<file path="config.mk">
export PLATFORM = sky130hd
export DESIGN_NAME = mips_fetch_unit
export DESIGN_NICKNAME = d
export VERILOG_FILES = /design/src/rtl/mips_fetch_unit.sv
export SDC_FILE = /design/constraint.sdc
export NUM_CORES = 1
export LEC_CHECK = 0
export ABC_CLOCK_PERIOD_IN_PS = 16550
export CAP_MARGIN = 5
export CORE_ASPECT_RATIO = 2
export CORE_MARGIN = 2
export CORE_UTILIZATION = 50
export CTS_BUF_LIST = sky130_fd_sc_hd__clkbuf_4
export DETAILED_ROUTE_END_ITERATION = 16
export GPL_TIMING_DRIVEN = 0
export PLACE_DENSITY = 0.83
export SKIP_LAST_GASP = 1
export SLEW_MARGIN = 40
export SYNTH_ARGS = -nofsm -noshare
export SYNTH_HDL_FRONTEND = slang
export SYNTH_SLANG_ARGS = --single-unit
</file>
<file path="constraint.sdc">
create_clock -name clk -period 16.55 [get_ports clk]
set_clock_uncertainty 0.15 [all_clocks]
set_input_delay 4.965 -clock clk [delete_from_list [all_inputs] [get_ports clk]]
set_output_delay 4.965 -clock clk [all_outputs]
set_load 0.02 [all_outputs]
</file>
<file path="src/rtl/mips_fetch_unit.sv">
// mips_fetch_unit: instruction-fetch stage for the 16-bit MIPS pipeline.
// Fetches halfword instructions from a byte-addressed instruction memory,
// buffers them with their PCs in a circular prefetch queue, and hands them
// to decode through a valid/ready handshake. A redirect from EX flushes
// the queue, drops any arriving response, and restarts fetch at the target.
//
// Ports:
//   clk, rst            clock; synchronous active-low reset
//   imem_req/imem_addr  read request and even byte address
//   imem_rdata          instruction returned the cycle after a request
//   out_valid/out_ready handshake for the queue head
//   out_instr/out_pc    head instruction and its byte address
//   redirect_valid/pc   one-cycle redirect from EX (bit 0 of pc ignored)
//   flush_cnt           saturating redirect counter
module mips_fetch_unit #(
    parameter int unsigned DEPTH      = 4,
    parameter logic [15:0] RESET_PC   = 16'h0000,
    parameter int unsigned IMEM_BYTES = 512
) (
    input  logic        clk,
    input  logic        rst,
    output logic        imem_req,
    output logic [15:0] imem_addr,
    input  logic [15:0] imem_rdata,
    output logic        out_valid,
    input  logic        out_ready,
    output logic [15:0] out_instr,
    output logic [15:0] out_pc,
    input  logic        redirect_valid,
    input  logic [15:0] redirect_pc,
    output logic [7:0]  flush_cnt
);
    localparam int unsigned AW = $clog2(DEPTH);
    localparam int unsigned CW = AW + 1;

    logic [15:0]   pc_q, pc_d;
    logic          inflight_q, inflight_d;
    logic [15:0]   inflight_pc_q, inflight_pc_d;
    logic          discard_q, discard_d;
    logic [AW-1:0] rd_q, rd_d, wr_q, wr_d;
    logic [CW-1:0] count_q, count_d;
    logic [7:0]    flush_q, flush_d;

    logic [15:0]   q_pc    [DEPTH];
    logic [15:0]   q_instr [DEPTH];

    logic          pop, push, issue;
    logic [CW:0]   occ;
    logic [15:0]   pc_seq, target;

    assign out_valid = rst && (count_q != '0);
    assign out_instr = q_instr[rd_q];
    assign out_pc    = q_pc[rd_q];
    assign flush_cnt = flush_q;
    assign imem_addr = pc_q;
    assign imem_req  = issue;

    assign pop  = out_valid && out_ready;
    assign push = inflight_q && !discard_q && !redirect_valid;

    // pop implies count_q >= 1, so the subtraction cannot underflow
    assign occ   = (CW+1)'(count_q) + (CW+1)'(inflight_q) - (CW+1)'(pop);
    assign issue = rst && !redirect_valid && (occ < (CW+1)'(DEPTH));

    assign pc_seq = 16'((32'(pc_q) + 32'd2) % IMEM_BYTES);
    assign target = 16'(32'(redirect_pc & 16'hFFFE) % IMEM_BYTES);

    always_comb begin
        pc_d          = pc_q;
        inflight_d    = issue;
        inflight_pc_d = inflight_pc_q;
        discard_d     = discard_q;
        rd_d          = rd_q;
        wr_d          = wr_q;
        count_d       = count_q;
        flush_d       = flush_q;
        if (redirect_valid) begin
            pc_d    = target;
            // discard follows the new inflight flag; a redirect blocks issue,
            // and the response arriving now is already dropped via push
            discard_d = issue;
            rd_d    = '0;
            wr_d    = '0;
            count_d = '0;
            if (flush_q != 8'hFF)
                flush_d = flush_q + 8'd1;
        end else begin
            if (issue) begin
                inflight_pc_d = pc_q;
                pc_d          = pc_seq;
            end
            if (inflight_q)
                discard_d = 1'b0;
            if (push)
                wr_d = wr_q + AW'(1);
            if (pop)
                rd_d = rd_q + AW'(1);
            count_d = count_q + CW'(push) - CW'(pop);
        end
    end

    always_ff @(posedge clk) begin
        if (!rst) begin
            pc_q          <= RESET_PC;
            inflight_q    <= 1'b0;
            inflight_pc_q <= '0;
            discard_q     <= 1'b0;
            rd_q          <= '0;
            wr_q          <= '0;
            count_q       <= '0;
            flush_q       <= '0;
        end else begin
            pc_q          <= pc_d;
            inflight_q    <= inflight_d;
            inflight_pc_q <= inflight_pc_d;
            discard_q     <= discard_d;
            rd_q          <= rd_d;
            wr_q          <= wr_d;
            count_q       <= count_d;
            flush_q       <= flush_d;
        end
    end

    always_ff @(posedge clk) begin
        if (rst && push) begin
            q_pc[wr_q]    <= inflight_pc_q;
            q_instr[wr_q] <= imem_rdata;
        end
    end
endmodule

</file>
Word level (Yosys, flattened, before mapping)
Memories as Yosys holds them, arrays and structs flattened. A register that Yosys moved wholly into a read port is not among the register bits.
Index checks and enable logic that the tools add are counted.
{ "word_totals": {"ramBits": 100, "wordCells": 48, "output_inout_bits": 58, "input_bits": 36, "memories": 2, "register_bits": 35} }
{ "memory_table": {"columns": ["name", "depth", "word_bits", "rd", "rd_ports_with_merged_regs", "write_ports", "line_no", "rtl"], "rows": [
  ["q_instr", 4, 16, 1, 1, 1, "45", "logic [15:0] q_instr [DEPTH];"],
  ["q_pc", 4, 9, 1, 1, 1, "44", "logic [15:0] q_pc [DEPTH];"]
]} }
{ "classes": {"eq_ne": 1, "n_lt_le_gt_ge": 1, "n_mux": 10, "n_addsub": 8, "bitwise_logic": 2, "reduce_logical": 15} }
{ "op_table": {"columns": ["op", "n"], "rows": [
  ["$mux 9", 2],
  ["$add 9x2->9 const B", 1],
  ["$add 8x1->8 const B", 1],
  ["$mux 2", 4],
  ["$ne 8x8->1 const B", 1],
  ["$logic_and 1x1->1", 7],
  ["$add 2x1->2 const B", 2],
  ["$add 3x1->4", 1],
  ["$lt 4x3->1 const B", 1],
  ["$mux 1", 4],
  ["$reduce_and 2->1", 2],
  ["$reduce_bool 2->1", 2],
  ["$sub 4x1->4", 1],
  ["$add 3x1->3", 1],
  ["$reduce_bool 3->1", 1],
  ["$sub 3x1->3", 1],
  ["$logic_not 1->1", 2],
  ["$not 1->1", 2],
  ["$reduce_or 2->1", 1]
]} }

Depth between registers and ports, before layout
Gate-level depths: netlist of run 1.
{ "depth": {"depth_word": 8, "mapped_depth": 11, "ltp_nobuf": 8} }

Least setup slack after synthesis of run 1
No wires, ideal clock.
{ "synth_path": {"kind": "input-to-output", "startpoint": "input port rst", "endpoint": "output port imem_req", "arrival_ns": 7.230, "path_slack_ns": 4.205, "cell_stages": 11, "n_path_buf": 3, "required_ns": 11.435, "path_cell_list": "clkbuf_1 o311a_1 ha_1 inv_1 ha_1 and3b_1 buf_6 or4_4 a31o_1 buf_6 inv_1"} }
{ "synth_between": {"elab_chain_cells": 5, "word_cells_on_any_way": 6, "cone_classes": "add/sub (1); order compare (1); reduce/logical (4)"} }
{ "synth_rtl": {"columns": ["element", "line_no", "rtl"], "rows": [
  ["start, declared", "21", "input logic rst,"],
  ["$logic_and 1x1->1", "51", "assign out_valid = rst && (count_q != '0);"],
  ["$logic_and 1x1->1", "58", "assign pop = out_valid && out_ready;"],
  ["named net pop", "47", "logic pop, push, issue;"],
  ["$sub 4x1->4", "62", "assign occ = (CW+1)'(count_q) + (CW+1)'(inflight_q) - (CW+1)'(pop);"],
  ["$lt 4x3->1", "63", "assign issue = rst && !redirect_valid && (occ < (CW+1)'(DEPTH));"],
  ["$logic_and 1x1->1", "63", null],
  ["end, declared", "22", "output logic imem_req,"]
]} }
The timed path passes the listed nets, and every way through them passes these cells.

Worst setup path in the final report of run 1
Ends and elaborated chain as after synthesis.

==> results of run 1 <==
-- cell type report --
type	count	area (sq um)	area share (%)
inverter	24	90.1	1.34
buffer	34	206	3.06
sequential	131	3580	53.1
timing repair buffer	68	681	10.1
tap	140	175	2.60
multi-input combinational	192	1680	24.9
clock inverter	14	189	2.80
clock buffer	18	135	2.00
antenna	1	2.50	0.0371
-- worst paths after layout --
check                                start           end  slack [ps]  cells after the start
worst max-delay path                   rst      imem_req        2880                     13
worst min-delay path            inflight_q     discard_q         330                      1
worst max register to register  count_q[2]  imem_addr[8]       13580                     10
worst min register to register  inflight_q     discard_q         330                      1
-- per-stage QoR --
step	hold slack [ps]	setup WS, ps	total power [uW]	instance area, sq um
floorplan	253	4210	393	5560
global placement	305	2890	412	6410
detailed placement	310	2880	414	6420
CTS	333	2880	645	6740
global route	351	2740	662	6740
finish	326	2880	638	6740
-- worst max-delay path: stages --
cell and delay (ps):
clkdlybuf4s50_1 480, clkbuf_1 390, o311a_1 340, ha_1 170
inv_1 40, ha_1 250, and3b_1 170, buf_6 140
or4_4 520, a31o_1 250, buf_6 150, inv_1 80
clkdlybuf4s50_1 600
-- power by group through the flow --
| stage | registers (uW) | clock network (uW) | logic [uW] |
|---|---|---|---|
| floorplan | 370 | 0 | 23.2 |
| global placement | 368 | 0 | 43.6 |
| detailed placement | 369 | 0 | 44.9 |
| CTS | 361 | 239 | 45.1 |
| global route | 362 | 252 | 48.5 |
| finish | 361 | 232 | 45.1 |
-- layer usage --
| layer | track usage [%] | up-vias |
|---|---|---|
| met5 | 0 | - |
| met4 | 9.44 | 0 |
| met3 | 5.21 | 21 |
| met2 | 36.0 | 113 |
| met1 | 18.8 | 1693 |
| li1 | - | 1597 |
-- Yosys cell counts (all sizes together), types with 2 or more instances --
library cell,n
mux2i,9
or4,4
and4,4
and3,8
mux4,24
o311a,2
dfxtp,35
a21oi,4
o211ai,3
clkbuf,10
nand3,7
xnor2,5
buf,24
edfxtp,96
nand4b,2
nand2b,2
o21ai,9
inv,23
nand2,18
a311o,2
nand4,8
nor3,9
a31oi,4
nor3b,4
and4b,2
ha,11
o31ai,2
nor2,12
a2111oi,2
a311oi,2
nor4,4
xor2,3
-- flip-flops by register name, summed over array words and instances (netlist names), named ones only --
signal         count
q_instr           64
q_pc              32
flush_cnt          8
imem_addr          8
inflight_pc_q      8
count_q            3
rd_q               2
wr_q               2
discard_q          1
inflight_q         1
-- placed cells by master, fill, tap and decap left out, types with 11 or more instances in the layout --
cell             synthesis  final
nand2_1                 18     18
conb_1                   1     16
ha_1                    11     11
clkbuf_4                 0     18
edfxtp_1                96     96
nor2_1                  12     12
buf_4                   16     16
inv_1                   23     23
mux4_2                  24     24
dfxtp_1                 35     35
clkdlybuf4s50_1          0     68
-- kinds of logic after synthesis --
| kind of cell | after synthesis |
|---|---|
| flops | 131 |
| simple gates | 87 |
| buf+inv | 58 |
| compound gates | 36 |
| mux | 33 |
| fa+ha+maj | 12 |
| xor+xnor | 8 |
| other cells | 1 |
==> reports/qor.txt, run 1 <==
GRT Overall Usage: 19.2%
Crit path DAT: 8550 ps
Final HPWL DP: 7.43 mm
Post-synthesis sequential area ratio: 65.2%
Clk_lat worst skew: 510 ps
VDD IR-drop max: 0.0601 mV
Rows: 54
Final nets: 516
Power share of the combinational group: 7.1%
Die Height: 152 um
Post-CTS Setup Bufs: 0
Clock power frac: 36.3%
Yosys warning count: 0
Max FO, Critical Path: 10
Synthesized area per cell: 15.0 sq um
XOR/XNOR Fraction of Synth Area: 1.27%
Worst-path clk slew: 110 ps
Core area: 10800 sq um
CTS Buffer Depth: 2
WL met2: 6.14 mm
Pin count of the biggest net entering global routing: 25
CTS H-tree lvls: 4
Die area: 11900 sq um
Switching Fraction: 21.9%
Vias in the first global route: 3613
Slew headroom: 57.4%
Leakage: 0.00235 uW
Final Hold Violating Endpoints: 0
Distinct cells, synth: 49
Adder-Cell Fraction of Synth Area: 2.87%
Residual DRC count: 0
DR top layer: met4
Share of cells above drive strength 1: 17.7%
CP Class: in2out
Least-Margin Pin Slew: 633 ps
Seq cells post-synth: 131
Post-CTS resize count: 0
Routed Wire Length: 10.7 mm
Vias/cell: 5.50
Num ports: 94
Hold_buf cts: 0
RSZ-0062 raised after global routing: no
Starting DRT DRC Count: 171
Area contributors post-synth: edfxtp_1 (52%), dfxtp_1 (13%), mux4_2 (9.8%)
Synthesized cell area: 5500 sq um
Crit path time final: 13670 ps
Slew Viols, Final: 0
Status: finished clean
PD cells: 94.7 nW/um^2
Sink Count: 131
Power Internal: 498 uW
Max-Cap Viols: 0
Yosys top cell area share: 52.4%
Psw: 140 uW
Routed length per placed instance: 17.3 um
Post-synthesis compound-gate area fraction: 4.64%
Post-synth EDFFs: 96
First-pass GRT wire length: 17.3 mm
Initial DRT Pass Iterations: 4
RD Place Congestion: 0.913
CP startpoint kind: input port
Main synth FF type: edfxtp_1
Vias: 3424
Main combinational cell family by area after synthesis: multiplexers
Final Setup Violations: 0
Final worst-path cycle share: 82.6%
Initial Utilization: 50.9%
Req. time, crit path: 11430 ps
Mux contribution to synthesized area: 11.5%
Post-synth ARST share: 0%
Hold Path Class: reg2reg
Final Util: 62.4%
Area Overhead vs Synth: 22.6%
Simple-gate share of the synthesized area: 9.12%
TritonCTS Buffers: 17
M1 wire length: 3.92 mm
Fill count: 855
Sequential share of power: 56.6%
Area leader, netlist: edfxtp_1
Crit end category: primary output
Fmax achieved: 0.0732 GHz
Setup TNS: 0 ps
Inst Count DP: 589
Cells after synthesis: 366
Met3 WL post-DR: 411 um
Initial antenna violation count: 1
PortBufs: 68
Post-route ant nets: 0
Die width: 78.2 um
TritonCTS clock tree: built
Root buf cell: clkbuf_4
Post-Layout Cell Count: 622
Total gr overflow: 0
No activity file was read; power rests on OpenSTA's default activity.
==> run 2, diff against run 1 <==
- ABC_CLOCK_PERIOD_IN_PS: 16550 -> 13900
- clock period: 16.55 -> 13.9 ns (I/O delays scaled with it)
==> results of run 2 <==
The final DEF is identical to that of run 1. Status: finished clean.
Main changes from that run: setup slack after placement 2880 ps -> 1820 ps; setup slack after layout 2880 ps -> 1820 ps; register-to-register setup slack 13580 ps -> 10930 ps; total power 638 uW -> 760 uW; worst IR drop on VDD 0.0601 mV -> 0.0716 mV
==> run 3, diff against run 2 <==
- MAX_ROUTING_LAYER: unset -> met4
==> reports/qor.txt, run 3 (synthesis gave the netlist of run 1 again) <==
Status: finished clean
Total gr overflow: 0
Vias/cell: 5.42
Hold_buf cts: 0
Worst reg2reg startpoint: count_q[2]
RD Place Congestion: 0.921
Routed Wire Length: 10.5 mm
Max FO, Critical Path: 10
Placed Area: 6420 sq um
Sink Count: 131
Worst Path Buf+Inv: 7
Inst Count DP: 589
Top Family by Delay on Critical Path: buffers and inverters
VDD IR-drop max: 0.0597 mV
Slew Viols, Final: 0
Pin count of the biggest net entering global routing: 25
Slew headroom: 57.5%
Root buf cell: clkbuf_4
Die area: 11900 sq um
Power share of the combinational group: 7.7%
Vias in the first global route: 3549
Slowest cell on crit path: clkdlybuf4s50_1
Crit-path cells: clkdlybuf4s50_1, clkbuf_1, o311a_1, ha_1, inv_1, ha_1, and3b_1, buf_6, or4_4, a31o_1, buf_6, inv_1, clkdlybuf4s50_1
Share of cells above drive strength 1: 17.5%
CTS H-tree lvls: 4
Top Registers: q_instr: 64 flops, q_pc: 32 flops
FF-to-FF End: imem_addr[8]
Req. time, crit path: 9580 ps
CTS Buffer Depth: 2
Die width: 78.2 um
Final Util: 61.7%
Post-route cell area: 6670 sq um
Final HPWL DP: 7.41 mm
Post-Layout Cell Count: 622
Die Height: 152 um
Post-route ant nets: 0
Crit path DAT: 7790 ps
Starting DRT DRC Count: 226
Final Setup Violations: 0
First-pass GRT wire length: 17.1 mm
Slowest stage delay, CP: 600 ps
Reg2reg setup slack: 10890 ps
Highest-count cells in the layout ignoring fill and taps: edfxtp_1 (96), clkdlybuf4s50_1 (68), dfxtp_1 (35)
Initial DRT Pass Iterations: 5
Crit end category: primary output
Leakage: 0.00231 uW
Final worst-path cycle share: 87.1%
Final hold slack: 320 ps
Power Internal: 535 uW
Least-Margin Pin Slew: 637 ps
RSZ-0062 raised after global routing: no
CP Launch Point: rst
Worst-path clk slew: 110 ps
Area Overhead vs Synth: 21.2%
Vias: 3371
Num ports: 94
CP startpoint kind: input port
Fill count: 832
PD cells: 105 nW/um^2
PortBufs: 68
Post-CTS Setup Bufs: 0
Switching Fraction: 23.5%
Most flop-heavy register: q_instr
Multi-input logic area: 1680 sq um
Max reg flops: 64
Setup TNS: 0 ps
Clock power frac: 30.9%
Critical path endpoint: imem_req
TritonCTS Buffers: 17
Initial Utilization: 50.9%
Final Hold Violating Endpoints: 0
Commonest non-fill, non-tap cell in the layout: edfxtp_1
Post-CTS resize count: 0
GRT Overall Usage: 19.4%
CP Class: in2out
Hold Path Class: reg2reg
Clk_lat worst skew: 500 ps
Crit path time final: 12110 ps
Final nets: 516
Routed length per placed instance: 16.9 um
WP depth: 13
Residual DRC count: 0
Sequential share of power: 61.5%
TritonCTS clock tree: built
FF-to-FF path depth: 10
Register area: 3580 sq um
Initial antenna violation count: 1
Core area: 10800 sq um
Psw: 164 uW
Rows: 54
Fmax achieved: 0.0826 GHz
Max-Cap Viols: 0
[run 3: cell types whose count changed in the layout (fill, tap and decap cells not counted)]
cell and change:
bufinv_16 -3, clkinv_2 +2, clkinvlp_4 +2, clkbuf_4 -1, clkinv_1 +1, clkinv_4 -1
[run 3: how the worst min path moves through the flow]
| stage | cells past startpoint | slack [ps] | start | endpoint |
|---|---|---|---|---|
| 2_1_floorplan | 1 | 250 | inflight_q | discard_q |
| 3_3_place_gp | 1 | 300 | inflight_q | discard_q |
| 3_5_place_dp | 1 | 320 | inflight_q | discard_q |
| 4_1_cts | 1 | 330 | inflight_q | discard_q |
| 5_1_grt | 1 | 340 | inflight_q | discard_q |
| 6_report | 1 | 320 | inflight_q | discard_q |
[run 3: cell type report]
cell class / count / area share [%]
inverters: 24 / 1.35
multi-input cells: 192 / 25.2
clock buffers: 17 / 1.91
flip-flops and latches: 131 / 53.8
clock inverters: 15 / 1.78
repair buffers: 68 / 10.2
well taps: 140 / 2.63
diodes: 1 / 0.0375
plain buffers: 34 / 3.10
[run 3: metal layers]
metal	vias up	global-route usage, %	share of wire [%]
li1	1592	-	-
met1	1667	18.4	35
met2	103	35.4	59
met3	9	4.32	4.0
met4	0	10.1	1.3
met5	-	-	0
[run 3: through the flow]
step,power (uW),worst slack [ps]
final,700,1790
after global routing,729,1650
after CTS,707,1760
after detailed placement,492,1770
after global placement,490,1830
after floorplan,468,3150
[run 3: power by group through the flow]
| stage | sequential [uW] | clock (uW) | combinational, uW |
|---|---|---|---|
| after floorplan | 440 | 0 | 27.6 |
| after global placement | 438 | 0 | 52.0 |
| after detailed placement | 439 | 0 | 53.4 |
| after CTS | 430 | 223 | 53.7 |
| after global routing | 431 | 240 | 57.9 |
| final | 430 | 216 | 53.6 |
